$ cat src/rtl/modulo_contador_rolhas_pkg.sv
// Shared definitions for the cork-stock counter and the display path:
// FSM encoding, default tuning constants and counter widths.
package modulo_contador_rolhas_pkg;

  // 2'd3 is not a valid state; the FSM steers it back to OCIOSO.
  typedef enum logic [1:0] {
    OCIOSO   = 2'd0,
    REPONDO  = 2'd1,
    ESGOTADO = 2'd2,
    ILEGAL   = 2'd3
  } estado_t;

  // Defaults shared with the tens/units display encoders.
  localparam int MAX_ROLHAS_DEF       = 99;  // stock ceiling, <= 127
  localparam int LIMIAR_REPOSICAO_DEF = 5;   // refill when stock <= this
  localparam int LOTE_REPOSICAO_DEF   = 15;  // corks per batch, 1..15
  localparam int TIMEOUT_DISP_DEF     = 20;  // starved cycles, 1..31

  localparam int W_ROLHAS = 7;
  localparam int W_LOTE   = 4;
  localparam int W_TMO    = 5;

  // True when the stock value sits at the configured ceiling.
  function automatic logic no_teto(input logic [W_ROLHAS-1:0] rolhas,
                                   input logic [W_ROLHAS-1:0] teto);
    return (rolhas == teto);
  endfunction

endpackage

$ cat src/rtl/modulo_contador_rolhas_detector_borda.sv
// Rising-edge detector for the bottle sensor. The history register resets
// to 1 so a sensor already high when reset releases is not taken as a request.
// The history only advances while the machine is running.
module modulo_detector_borda (
  input  logic clk,
  input  logic reset,
  input  logic en_i,
  input  logic sinal_i,
  output logic borda_o
);

  logic sinal_q;

  // Sample the sensor level while enabled; hold it when frozen.
  always_ff @(posedge clk) begin
    if (reset) begin
      sinal_q <= 1'b1;
    end else if (en_i) begin
      sinal_q <= sinal_i;
    end
  end

  assign borda_o = sinal_i & ~sinal_q;

endmodule

$ cat src/rtl/modulo_contador_rolhas.sv
// Cork-stock counter for the sealing head.
//
//   state    | meaning
//   ---------+---------------------------------------------------------
//   OCIOSO   | stock above threshold, dispenser idle
//   REPONDO  | refilling one cork per supplied cycle, req_repor high
//   ESGOTADO | dispenser starved for too long, alarm raised
//
// Consumption is independent of the state: a sensor rising edge always
// tries to take a cork, and a cork arriving in the same cycle counts.
module modulo_contador_rolhas
  import modulo_contador_rolhas_pkg::*;
#(
  parameter int MAX_ROLHAS       = MAX_ROLHAS_DEF,
  parameter int LIMIAR_REPOSICAO = LIMIAR_REPOSICAO_DEF,
  parameter int LOTE_REPOSICAO   = LOTE_REPOSICAO_DEF,
  parameter int TIMEOUT_DISP     = TIMEOUT_DISP_DEF
) (
  input  logic                clk,
  input  logic                reset,
  input  logic                en,
  input  logic                sensor_vedacao,
  input  logic                rolhas_disp,
  output logic [W_ROLHAS-1:0] reg_r,
  output logic                req_repor,
  output logic                vedacao_ok,
  output logic                falha_vedacao,
  output logic                alarme_sem_rolhas,
  output logic                cheio,
  output logic                vazio
);

  localparam logic [W_ROLHAS-1:0] MAX_R    = W_ROLHAS'(MAX_ROLHAS);
  localparam logic [W_ROLHAS-1:0] LIMIAR_R = W_ROLHAS'(LIMIAR_REPOSICAO);
  localparam logic [W_LOTE-1:0]   LOTE_R   = W_LOTE'(LOTE_REPOSICAO);
  localparam logic [W_TMO-1:0]    TMO_R    = W_TMO'(TIMEOUT_DISP);

  estado_t               estado_q, estado_d;
  logic [W_ROLHAS-1:0]   rolhas_q, rolhas_d;
  logic [W_LOTE-1:0]     lote_q, lote_d;
  logic [W_TMO-1:0]      tmo_q, tmo_d;
  logic                  ok_q, ok_d;
  logic                  falha_q, falha_d;
  logic                  borda;
  logic                  adiciona;
  logic                  consome;

  modulo_detector_borda u_detector_borda (
    .clk     (clk),
    .reset   (reset),
    .en_i    (en),
    .sinal_i (sensor_vedacao),
    .borda_o (borda)
  );

  // Next-state, stock arithmetic and sealing pulses; nothing moves when en=0.
  always_comb begin
    estado_d = estado_q;
    rolhas_d = rolhas_q;
    lote_d   = lote_q;
    tmo_d    = tmo_q;
    ok_d     = 1'b0;
    falha_d  = 1'b0;
    adiciona = 1'b0;
    consome  = 1'b0;

    if (en) begin
      unique case (estado_q)
        OCIOSO: begin
          if (rolhas_q <= LIMIAR_R) begin
            estado_d = REPONDO;
            lote_d   = '0;
            tmo_d    = '0;
          end
        end
        REPONDO: begin
          if (no_teto(rolhas_q, MAX_R)) begin
            // Already full on entry: leave without adding.
            estado_d = OCIOSO;
          end else if (rolhas_disp) begin
            adiciona = 1'b1;
            lote_d   = lote_q + 1'b1;
            tmo_d    = '0;
          end else begin
            tmo_d = tmo_q + 1'b1;
            if (tmo_d == TMO_R) begin
              estado_d = ESGOTADO;
            end
          end
        end
        ESGOTADO: begin
          // Supply is back; the first add happens on the following cycle.
          if (rolhas_disp) begin
            estado_d = REPONDO;
            lote_d   = '0;
            tmo_d    = '0;
          end
        end
        default: begin
          estado_d = OCIOSO;
          lote_d   = '0;
          tmo_d    = '0;
        end
      endcase

      // A cork delivered this cycle can satisfy a request even at zero stock.
      if (borda) begin
        if ((rolhas_q != '0) || adiciona) begin
          consome = 1'b1;
          ok_d    = 1'b1;
        end else begin
          falha_d = 1'b1;
        end
      end

      rolhas_d = rolhas_q + {{(W_ROLHAS-1){1'b0}}, adiciona}
                          - {{(W_ROLHAS-1){1'b0}}, consome};

      // Batch complete or head full: stop the dispenser.
      if (adiciona && ((lote_d == LOTE_R) || no_teto(rolhas_d, MAX_R))) begin
        estado_d = OCIOSO;
      end
    end
  end

  // State, stock, batch/timeout counters and pulse registers.
  always_ff @(posedge clk) begin
    if (reset) begin
      estado_q <= OCIOSO;
      rolhas_q <= '0;
      lote_q   <= '0;
      tmo_q    <= '0;
      ok_q     <= 1'b0;
      falha_q  <= 1'b0;
    end else begin
      estado_q <= estado_d;
      rolhas_q <= rolhas_d;
      lote_q   <= lote_d;
      tmo_q    <= tmo_d;
      ok_q     <= ok_d;
      falha_q  <= falha_d;
    end
  end

  assign reg_r             = rolhas_q;
  assign req_repor         = (estado_q == REPONDO);
  assign alarme_sem_rolhas = (estado_q == ESGOTADO);
  assign vedacao_ok        = ok_q;
  assign falha_vedacao     = falha_q;
  assign cheio             = no_teto(rolhas_q, MAX_R);
  assign vazio             = (rolhas_q == '0);

endmodule

$ cat config.mk
export PLATFORM = sky130hd
export DESIGN_NAME = modulo_contador_rolhas
export DESIGN_NICKNAME = d
export VERILOG_FILES = /design/src/rtl/modulo_contador_rolhas_pkg.sv /design/src/rtl/modulo_contador_rolhas_detector_borda.sv /design/src/rtl/modulo_contador_rolhas.sv
export SDC_FILE = /design/constraint.sdc
export NUM_CORES = 1
export LEC_CHECK = 0
export CORE_AREA = 2 2 56 58
export DETAILED_ROUTE_END_ITERATION = 8
export DIE_AREA = 0 0 58 60
export GPL_ROUTABILITY_DRIVEN = 0
export MAX_ROUTING_LAYER = met4
export PLACE_DENSITY = 0.82
export SLEW_MARGIN = 15
export SYNTH_ARGS = -nofsm -noshare
export SYNTH_HDL_FRONTEND = slang
export SYNTH_SLANG_ARGS = --single-unit
$ cat constraint.sdc
create_clock -name clk -period 11 [get_ports clk]
set_input_delay 3.3 -clock clk [delete_from_list [all_inputs] [get_ports clk]]
set_output_delay 3.3 -clock clk [all_outputs]
set_load 0.02 [all_outputs]
==> flow_metrics.env <==
export IMPL_pin_count_of_the_biggest_net_entering_global_routing=25
export IMPL_crit_chain="clkdlybuf4s50_1, nand3_1, and2_1, nor3b_1, ha_1, inv_1, ha_1, fa_1, a211oi_1, o31ai_1, a21oi_1, xnor2_1, nor3_1, or3_1, a211oi_2"
export IMPL_fin_setup_tns_ns=0
export IMPL_r2r_start="reg_r[2]"
export IMPL_synth_top_flop_cell="dfxtp_1"
export IMPL_final_util_pct=64.1
export IMPL_power_per_cell_area_mw_per_mm2=137
export IMPL_clk_transition_reported_paths_ns=0.12
export IMPL_synth_avg_cell_area_sq_um=8.47
export IMPL_critical_path_slowest_cell="clkdlybuf4s50_1"
export IMPL_worst_ep_required_time_ns=11.24
export IMPL_asyncSetResetFlopFracSynth_pct=0
export IMPL_wl_met1_mm=1.62
export IMPL_num_antenna_cells=0
export IMPL_tightestPinTransition_ns=0.954
export IMPL_final_layout_size_suffix_gt1_share_pct=7.66
export IMPL_gr_usage_all_layers_pct=24.8
export IMPL_grt_ovfl_total=0
export IMPL_synthToLayoutAreaGrowth_pct=12.0
export IMPL_synth_edf_count=0
export IMPL_tritoncts="built"
export IMPL_fin_total_pwr_w=0.000255
export IMPL_grt_antenna_before_repair=0
export IMPL_post_synth_inst_count=196
export IMPL_layout_nets=234
export IMPL_crit_top_cell="ha_1"
export IMPL_insertion_delay_ns=0.33
export IMPL_drt_first_pass_iters=5
export IMPL_io_pins=18
export IMPL_hold_path_end="tmo_q[1]"
export IMPL_finalCritPeriodShare_pct=59.0
export IMPL_result_of_the_run="finished clean"
export IMPL_vdd_drop_max_uv=106
export IMPL_power_leakage_nw=0.747
export IMPL_drc=0
export IMPL_ff2ff_setup_slack_ns=6.92
export IMPL_critical_path_max_stage_delay_ns=0.55
export IMPL_timing_hold_worst_path_depth=2
export IMPL_routed_top_layer="met4"
export IMPL_worst_path_buf_inv=2
export IMPL_finClkSkew_ns=0.00598
export IMPL_number_of_global_route_vias_before_repair=1429
export IMPL_finalSetupViolations=0
export IMPL_clockBufferDepth=2
export IMPL_met2WireLength_mm=1.90
export IMPL_worst_reg2reg_path_length_in_cells=18
export IMPL_min_delay_path_class="reg -> reg"
export IMPL_wire_per_inst_um=15.6
export IMPL_initial_core_util_pct=57.2
export IMPL_r2r_end="estado_q[0]"
export IMPL_cts_root_buffer_cell="clkbuf_4"
export IMPL_fp_coreArea_sq_mm=0.00290
export IMPL_dieArea_sq_mm=0.00348
export IMPL_vias_after_detailed_routing=1516
export IMPL_fmax_mhz=154
export IMPL_met3_wirelength_um=205
export IMPL_vias_per_cell=6.26
export IMPL_synth_area_sq_mm=0.00166
export IMPL_period_minus_slack_ns=6.49
export IMPL_core_rowCount=20
export IMPL_setup_worst_path_class="in -> reg"
export IMPL_max_cap_viol_count=0
export IMPL_timing_critical_path_fanout_max=5
export IMPL_clock_sinks=21
export IMPL_numPortBuffers=17
export IMPL_grt_pass1_wl_mm=6.45
export IMPL_synth_net_count=220
export IMPL_drt_first_iter_violations=61
export IMPL_final_common_cell="dfxtp_1"
export IMPL_path_delay_family="simple AND/OR/NAND/NOR gates"
export IMPL_htree_levels=1
export IMPL_postCtsSetupBuffers=0
export IMPL_numCtsBuffers=3
export IMPL_mostFrequentLayoutCells="21 x dfxtp_1, 18 x ha_1, 17 x nor2_1, 17 x clkdlybuf4s50_1, 16 x inv_1"
export IMPL_routed_wirelength_mm=3.77
export IMPL_maxSlewHeadroom_pct=36.2
export IMPL_post_cts_resized_instances=0
export IMPL_worst_endpoint_arrival_ns=6.73
export IMPL_drt_antenna_violating_nets=0
export IMPL_synth_warnings=0
export IMPL_rsz0062_at_grt="false"
export IMPL_slew_violations=0
export IMPL_worstHoldStart="tmo_q[1]"
export IMPL_synth_distinct_cells=54
export IMPL_timing_critical_path_from_type="primary input"
export IMPL_synth_seq_area_share_pct=25.3
export IMPL_detailed_place_hpwl_mm=2.84
export IMPL_die_height_um=60
export IMPL_timing_final_hold_violations=0
export IMPL_critPathCaptureType="flip-flop"
export IMPL_synth_register_bits=21
export IMPL_die_width_um=58
export IMPL_holdBufCountCts=0
worst max path at each step:
stage	cells past startpoint	endpoint	startpoint	slack, ns
after detailed placement	15	estado_q[1]	rolhas_disp	4.21
after CTS	15	estado_q[0]	rolhas_disp	4.54
after floorplan	14	estado_q[1]	rolhas_disp	5.03
after global placement	15	estado_q[1]	rolhas_disp	4.31
after global routing	15	estado_q[0]	rolhas_disp	4.35
final	15	estado_q[0]	rolhas_disp	4.51
metrics by stage:
| step | area (sq um) | hold WS (ns) | instances | setup slack, ns |
|---|---|---|---|---|
| 5_1_grt | 1860 | 0.546 | 242 | 4.35 |
| 4_1_cts | 1860 | 0.501 | 242 | 4.54 |
| 2_1_floorplan | 1660 | 0.449 | 196 | 5.03 |
| 3_5_place_dp | 1830 | 0.483 | 238 | 4.21 |
| 3_3_place_gp | 1830 | 0.462 | 238 | 4.31 |
| 6_report | 1860 | 0.492 | 242 | 4.51 |
cell families (layout without fill, tap and decap cells):
family,count (synthesis),count (layout),share of synthesized area (%)
simple gates,72,72,24.6
compound gates,50,50,24.3
buf+inv,26,39,6.48
flops,21,21,25.3
fa+ha+maj,19,19,14.8
xor+xnor,5,5,2.64
mux,3,3,1.81
flip-flops by register name, indices dropped and copies added (netlist names):
signal and flops:
vedacao_ok 1, tmo_q 5, reg_r 7, falha_vedacao 1
u_detector_borda.sinal_q 1, lote_q 4, estado_q 2
synth_stat cells, types with 3 or more instances:
| master | n | share of area [%] |
|---|---|---|
| clkbuf_1 | 5 | 1.1 |
| nand2_1 | 9 | 2.0 |
| mux2i_1 | 3 | 1.8 |
| nor2_1 | 17 | 3.8 |
| nand3_1 | 8 | 2.4 |
| inv_1 | 16 | 3.6 |
| a211oi_1 | 7 | 3.2 |
| a31oi_1 | 4 | 1.5 |
| or3_1 | 5 | 1.9 |
| o21ai_0 | 7 | 2.1 |
| and3_1 | 8 | 3.0 |
| nor2b_1 | 4 | 1.5 |
| ha_1 | 18 | 14 |
| dfxtp_1 | 21 | 25 |
| and2_1 | 3 | 1.1 |
| xnor2_1 | 4 | 2.1 |
| nand4_1 | 3 | 1.1 |
| a21oi_1 | 8 | 2.4 |
where the power goes:
group | internal (W) | leakage, nW | switching (W)
clock | 0.0000137 | 0.0177 | 0.0000265
sequential | 0.0000819 | 0.171 | 0.00000965
combinational | 0.0000520 | 0.558 | 0.0000714
metal layers:
metal / GRT usage (%) / up-vias
met5: - / -
met4: 10.6 / 0
met3: 4.98 / 7
met2: 42.5 / 51
met1: 28.0 / 708
li1: - / 750
worst reg2reg max path: stages (launching register included):
cell and delay (ns):
dfxtp_1 0.47, inv_1 0.11, ha_1 0.24, and4_1 0.22
nand2_1 0.10, nand3_1 0.17, and2_1 0.21, nor3b_1 0.19
ha_1 0.16, inv_1 0.04, ha_1 0.20, fa_1 0.41
a211oi_1 0.33, o31ai_1 0.12, a21oi_1 0.19, xnor2_1 0.19
nor3_1 0.11, or3_1 0.33, a211oi_2 0.22
area by class of cell:
class                           instances  area (sq um)
Multi-Input combinational cell        149          1130
Fill cell                             243          1040
Sequential cell                        21           420
Timing Repair Buffer                   17           170
Inverter                               18          67.6
Tap cell                               33          41.3
Clock buffer                            3          22.5
Clock inverter                          1          5.00
Note: power is estimated with default switching activity, not from simulation.
